### config.mk
export PLATFORM = sky130hd
export DESIGN_NAME = mem_sequencer
export DESIGN_NICKNAME = d
export VERILOG_FILES = /design/src/rtl/mem_sequencer.sv
export SDC_FILE = /design/constraint.sdc
export NUM_CORES = 1
export LEC_CHECK = 0
export CAP_MARGIN = 40
export CORE_UTILIZATION = 25
export DETAILED_ROUTE_END_ITERATION = 12
export PLACE_DENSITY = 0.68
export SKIP_CTS_REPAIR_TIMING = 1
export SYNTH_ARGS = -nofsm -noshare
export SYNTH_HDL_FRONTEND = slang
export SYNTH_SLANG_ARGS = --single-unit
### constraint.sdc
create_clock -name clk -period 5.3 [get_ports clk]
set_input_delay 1.59 -clock clk [delete_from_list [all_inputs] [get_ports clk]]
set_output_delay 1.59 -clock clk [all_outputs]
set_load 0.05 [all_outputs]
### src/rtl/mem_sequencer.sv
// mem_sequencer: multicycle control sequencer placing an RV32I datapath on one shared instruction/data memory port.
// Latency: 2 cycles per non-memory instruction and 4 per load/store at zero wait; each memory wait cycle adds 1.
// Backpressure: a request is held until mem_ack; after TIMEOUT unacked request cycles the core parks in HALT.
//
// Ports:
//   clk, rst                        core clock, asynchronous active-high reset
//   pc, alu_result, write_data,     datapath inputs; held stable until commit
//   byte_en, is_load, is_store
//   instr, read_data                latched fetch word and load data
//   commit                          one-cycle PC / RegWrite enable
//   mem_req/we/addr/wdata/be        combinational memory request
//   mem_rdata, mem_ack              memory response
//   halted, instret                 fault flag and retired-instruction count
module mem_sequencer #(
  parameter int TIMEOUT = 255
) (
  input  logic        clk,
  input  logic        rst,
  input  logic [31:0] pc,
  input  logic [31:0] alu_result,
  input  logic [31:0] write_data,
  input  logic [3:0]  byte_en,
  input  logic        is_load,
  input  logic        is_store,
  output logic [31:0] instr,
  output logic [31:0] read_data,
  output logic        commit,
  output logic        mem_req,
  output logic        mem_we,
  output logic [31:0] mem_addr,
  output logic [31:0] mem_wdata,
  output logic [3:0]  mem_be,
  input  logic [31:0] mem_rdata,
  input  logic        mem_ack,
  output logic        halted,
  output logic [31:0] instret
);

  localparam int WD_W = $clog2(TIMEOUT + 1);

  typedef enum logic [2:0] {
    S_IDLE,
    S_FETCH,
    S_EXEC,
    S_MEM,
    S_WB,
    S_HALT
  } state_t;

  state_t          state;
  state_t          state_nxt;
  logic [WD_W-1:0] wd_cnt;
  logic            wd_expire;
  logic            is_mem;
  logic            in_xfer;

  assign is_mem  = is_load | is_store;
  assign in_xfer = (state == S_FETCH) || (state == S_MEM);

  // The counter holds the number of unacked cycles already spent on the
  // current request, so this cycle is the TIMEOUT-th one when it reads
  // TIMEOUT-1. An ack in that same cycle is checked first and wins.
  assign wd_expire = (wd_cnt == WD_W'(TIMEOUT - 1));

  // HALT is only reachable through the watchdog and has no exit, so the
  // state itself is the sticky fault flag.
  assign halted = (state == S_HALT);

  always_comb begin
    state_nxt = state;
    commit    = 1'b0;
    mem_req   = 1'b0;
    mem_we    = 1'b0;
    mem_addr  = '0;
    mem_wdata = '0;
    mem_be    = '0;
    case (state)
      S_IDLE: begin
        state_nxt = S_FETCH;
      end
      S_FETCH: begin
        mem_req  = 1'b1;
        mem_addr = pc;
        mem_be   = 4'hF;
        if (mem_ack) begin
          state_nxt = S_EXEC;
        end else if (wd_expire) begin
          state_nxt = S_HALT;
        end
      end
      S_EXEC: begin
        if (is_mem) begin
          state_nxt = S_MEM;
        end else begin
          commit    = 1'b1;
          state_nxt = S_FETCH;
        end
      end
      S_MEM: begin
        // is_store dominates, so both decoder flags high behaves as a store.
        mem_req   = 1'b1;
        mem_we    = is_store;
        mem_addr  = alu_result;
        mem_wdata = write_data;
        mem_be    = is_store ? byte_en : 4'hF;
        if (mem_ack) begin
          state_nxt = S_WB;
        end else if (wd_expire) begin
          state_nxt = S_HALT;
        end
      end
      S_WB: begin
        commit    = 1'b1;
        state_nxt = S_FETCH;
      end
      S_HALT: begin
        state_nxt = S_HALT;
      end
      default: begin
        state_nxt = S_IDLE;
      end
    endcase
  end

  always_ff @(posedge clk or posedge rst) begin
    if (rst) begin
      state     <= S_IDLE;
      wd_cnt    <= '0;
      instr     <= '0;
      read_data <= '0;
      instret   <= '0;
    end else begin
      state <= state_nxt;

      // Count only while a request stays outstanding; any state change
      // (ack, timeout or entry into a new request) restarts from zero.
      if (in_xfer && (state_nxt == state)) begin
        wd_cnt <= wd_cnt + WD_W'(1);
      end else begin
        wd_cnt <= '0;
      end

      if ((state == S_FETCH) && mem_ack) begin
        instr <= mem_rdata;
      end

      if ((state == S_MEM) && mem_ack && !is_store) begin
        read_data <= mem_rdata;
      end

      if (commit) begin
        instret <= instret + 32'd1;
      end
    end
  end

endmodule

# Word level (Yosys, flattened, before mapping)
# Index checks and enable logic that the tools add are counted.
# W data, S select, Z words.
[word_totals]
reg_bits = 107
out_inout_bits = 168
input_bits = 137
[op_classes]
n_reduce_logical = 9
addsub = 2
n_bitwise = 1
eq_ne = 7
n_mux = 14
[op_table]
columns = ["cell", "n"]
rows = [
  ["$pmux W32 S2", 1],
  ["$add A32 B1 Y32 const B", 1],
  ["$mux W32", 1],
  ["$pmux W3 S5", 1],
  ["$mux W3", 3],
  ["$add A8 B1 Y8 const B", 1],
  ["$eq A8 B8 Y1 const B", 1],
  ["$mux W8", 1],
  ["$pmux W4 S2", 1],
  ["$eq A3 B2 Y1 const B", 2],
  ["$eq A3 B3 Y1 const B", 2],
  ["$logic_and A1 B1 Y1", 4],
  ["$mux W4", 1],
  ["$reduce_or A2 Y1", 2],
  ["$eq A3 B1 Y1 const B", 1],
  ["$eq A3 B3 Y1", 1],
  ["$logic_not A3 Y1", 1],
  ["$mux W1", 3],
  ["$mux W2", 1],
  ["$pmux W1 S2", 1],
  ["$logic_not A1 Y1", 1],
  ["$logic_or A1 B1 Y1", 1],
  ["$or A1 B1 Y1", 1],
]

# Longest topological paths before layout
[logic_depth]
word_depth = 7
mapped_depth = 8
ltp_nobuf = 6

# Worst setup path before layout
# Ideal clock, no wire load.
[synth_timing]
path_type = "input to output"
startpoint = "input is_store"
endpoint = "output mem_be[0]"
arrival_time_ps = 2382
stages = 3
setup_slack_ps = 1328
path_cell_list = "nand2_1 > nor2_1 > nor2_1"
[synth_between]
elab_chain_len = 2
[synth_rtl]
columns = ["item", "line_no", "rtl"]
rows = [
  ["from (decl)", "24", "input logic is_store,"],
  ["$mux W4", "105", "mem_be = is_store ? byte_en : 4'hF;"],
  ["$pmux W4 S2", "77", "case (state)"],
  ["to (decl)", "32", "output logic [3:0] mem_be,"],
]
# Every way passes these cells.

# Worst setup path after layout
# Ends and elaborated chain as after synthesis.

==> metrics.csv <==
stage;metric;value;unit
status;outcome;complete, no violations;
yosys;synthCells;446;
global_route;grt_use_total;15.5;%
cells_and_area;multi_input_area;2320;sq um
worst_setup_path;arrival;3290;ps
routing;drt_iter0_markers;116;
clock_tree;cts_buffer_depth;2;
worst_setup_path;r2r_end;read_data[14]$_DFFE_PP0P_;
clock_tree;htreeDepth;3;
yosys;synth_cell_types;33;
cells_and_area;area_delta_synth_final;71.0;%
timing;timing.final.ws_setup;415;ps
worst_setup_path;crit_path_end;mem_be[0];
yosys;synth_seq_cells;107;
yosys;synth.area.top_cells;dfrtp_1 52%, mux2_2 14%, mux2i_1 6.3%, and3_1 4.5%, nor2_1 4.1%;
place;port-buffer-count;304;
yosys;synth_top_area_share;52.3;%
clock_tree;clk_pin_slew;70;ps
global_route;overflow;0;
floorplanning;die_h;145;um
worst_hold_path;min_path_type;register to register;
cells_and_area;register_area;2680;sq um
worst_setup_path;worst-path-buf-inv;2;
floorplanning;start_util;25.9;%
place;pre_cts_ws;419;ps
place;globalplace.congestion;0.815;
yosys;mappedNetlistArea;5120;sq um
cells_and_area;final_nets;886;
timing;fin_tns_setup;0;ps
timing;min_period;4880;ps
worst_setup_path;crit_type;input port to output port;
clock_tree;clk_latency;350;ps
routing;wl;16200;um
timing;setup_viol;0;
worst_setup_path;crit_path_start;is_store;
cells_and_area;fin_cells;1015;
worst_setup_path;critical_path_peak_fanout;5;
power_and_ir_drop;p_per_area;618;nW/um^2
timing;skew;6.34;ps
timing;rsz0062_at_grt;false;
power_and_ir_drop;leakage;0.00368;uW
worst_setup_path;cp.depth;5;
global_route;grt_max_degree;52;
timing;fmax;205;MHz
yosys;syn-num-nets;586;
clock_tree;clock_sinks;107;
timing;fin_crit_sh;92.2;%
floorplanning;io_pins;305;
timing;tightest_slew;874;ps
worst_setup_path;reg2reg_from;state[2]$_DFF_PP0_;
worst_setup_path;cp_slowest_cell;clkdlybuf4s50_1;
cells_and_area;layout-drive-gt1-share;14.1;%
global_route;grt_pass1_wl;25500;um
clock_tree;clock_tree.root_cell;clkbuf_16;
yosys;synth.largest_area_cell;dfrtp_1;
cells_and_area;fin_util;44.3;%
worst_setup_path;endpoint_kind;output port;
cells_and_area;diodes;0;
worst_setup_path;cp.required;3710;ps
floorplanning;die_w;145;um
clock_tree;cts_tree;yes;
place;dp_hpwl;12400;um
timing;relSlewSlack;41.2;%
routing;wl_per_cell;16.0;um
worst_setup_path;ff2ff_path_depth;6;
floorplanning;dieArea;21100;sq um
worst_setup_path;critPathLaunchType;input port;
yosys;avgSynthCellArea;11.5;sq um
cells_and_area;fillCellCount;1862;
clock_tree;numCtsBuffers;9;
place;dpl.cell_count;1000;
timing;finalHoldViolations;0;
power_and_ir_drop;ir_drop;0.445;mV
worst_setup_path;cp_top_family;buffers and inverters;
routing;ant_nets;0;
global_route;grt_pass1_vias;4323;
routing;drc;0;
timing;final-max-slew-violation-count;0;
flow_run;max_cap_viol_count;0;
global_route;antenna_found_initial;0;
routing;dr_total_vias;4441;
yosys;seq_area_frac_synth;52.3;%
worst_setup_path;reg2reg_setup_slack;2670;ps
routing;viasPerCell;4.38;
floorplanning;core_region_area;19800;sq um
yosys;yosysWarnings;0;
worst_setup_path;crit_chain;clkdlybuf4s50_1 -> nand2_1 -> nor2_1 -> nor2_1 -> clkdlybuf4s50_1;
routing;first_pass_iters;4;
floorplanning;row_count;51;
worst_setup_path;cp_slowest_stage_delay;710;ps
[logic make-up after synthesis]
family	count (synthesis)	share of synthesized area (%)
simple gates	167	17.0
flops	107	52.3
fa+ha+maj	3	0.733
mux	96	20.3
xor+xnor	37	6.33
compound gates	6	0.708
buf+inv	30	2.59
[metal layers]
metal  wire (um)  vias to the layer above  global-route usage, %
met4         260                        0                   4.16
met1        7420                     2139                   20.6
met2        7710                      137                   24.9
li1            -                     2149                      -
met3         836                       16                   3.93
met5           0                        -                      0
[worst min path at each step]
stage,endpoint,start,slack [ps],cells past startpoint
after floorplan,wd_cnt[0]$_DFF_PP0_,wd_cnt[0]$_DFF_PP0_,490,1
after global placement,instret[31]$_DFFE_PP0P_,instret[31]$_DFFE_PP0P_,460,1
after detailed placement,instret[31]$_DFFE_PP0P_,instret[31]$_DFFE_PP0P_,470,1
after CTS,instret[31]$_DFFE_PP0P_,instret[31]$_DFFE_PP0P_,480,1
after global routing,instret[31]$_DFFE_PP0P_,instret[31]$_DFFE_PP0P_,480,1
final,instret[31]$_DFFE_PP0P_,instret[31]$_DFFE_PP0P_,470,1
[cell type report]
class / instances / share of cell area, %
inverters: 5 / 0.243
well taps: 265 / 3.79
clock inverters: 6 / 0.572
clock buffers: 9 / 2.57
flip-flops and latches: 107 / 30.6
multi-input cells: 309 / 26.5
repair buffers: 314 / 35.7
[worst register-to-register path: cells and delay by family (launching register included)]
kind                   cells  cell delay (ps)
DFF                        1              500
buffers and inverters      3             1100
and+or+nand+nor            2              460
muxes                      1              440
[flip-flops by register name (all words and copies together) (netlist names)]
register   flops
read_data     32
instr         32
wd_cnt         8
state          3
instret       32
[through the flow]
stage / hold slack, ps / area [sq um] / power [uW]
detailed placement: 466 / 8480 / 4820
floorplan: 492 / 5120 / 3610
global placement: 461 / 8450 / 4780
finish: 472 / 8760 / 5410
global route: 480 / 8760 / 5660
CTS: 475 / 8760 / 5470
[power by group]
part           leakage [uW]  internal (uW)  switching [uW]  total, uW
Combinational       0.00220           1230            2240       3470
Clock              0.000122            321             312        633
Sequential          0.00135           1090             216       1310
[cells in the mapped netlist, drive strengths merged]
cell type / count
a21oi: 3
and3: 37
and4: 2
and4b: 1
buf: 8
clkbuf: 17
dfrtp: 107
ha: 3
inv: 5
mux2: 64
mux2i: 32
nand2: 23
nand2b: 1
nand3: 18
nand4: 9
nor2: 56
nor2b: 2
nor3: 9
nor4: 4
nor4b: 1
o21ai: 2
o21bai: 1
or2: 1
or3: 1
or4: 2
xnor2: 24
xor2: 13
[layout by cell type, fill, tap and decap left out, drive strengths merged]
| cell | Yosys | routed |
|---|---|---|
| nand2b | 1 | 1 |
| a21oi | 3 | 3 |
| o21ai | 2 | 2 |
| o21bai | 1 | 1 |
| and4b | 1 | 1 |
| nor2b | 2 | 2 |
| mux2 | 64 | 64 |
| nand4 | 9 | 9 |
| clkinvlp | 0 | 4 |
| or2 | 1 | 1 |
| and4 | 2 | 2 |
| and3 | 37 | 37 |
| inv | 5 | 7 |
| mux2i | 32 | 32 |
| dfrtp | 107 | 107 |
| or3 | 1 | 1 |
| nand3 | 18 | 18 |
| nor3 | 9 | 9 |
| clkdlybuf4s50 | 0 | 300 |
| ha | 3 | 3 |
| nor2 | 56 | 56 |
| nor4b | 1 | 1 |
| nand2 | 23 | 23 |
| xnor2 | 24 | 24 |
| clkbuf | 17 | 9 |
| or4 | 2 | 2 |
| xor2 | 13 | 13 |
| buf | 8 | 14 |
| nor4 | 4 | 4 |
Power figures use the tool's default switching activity.
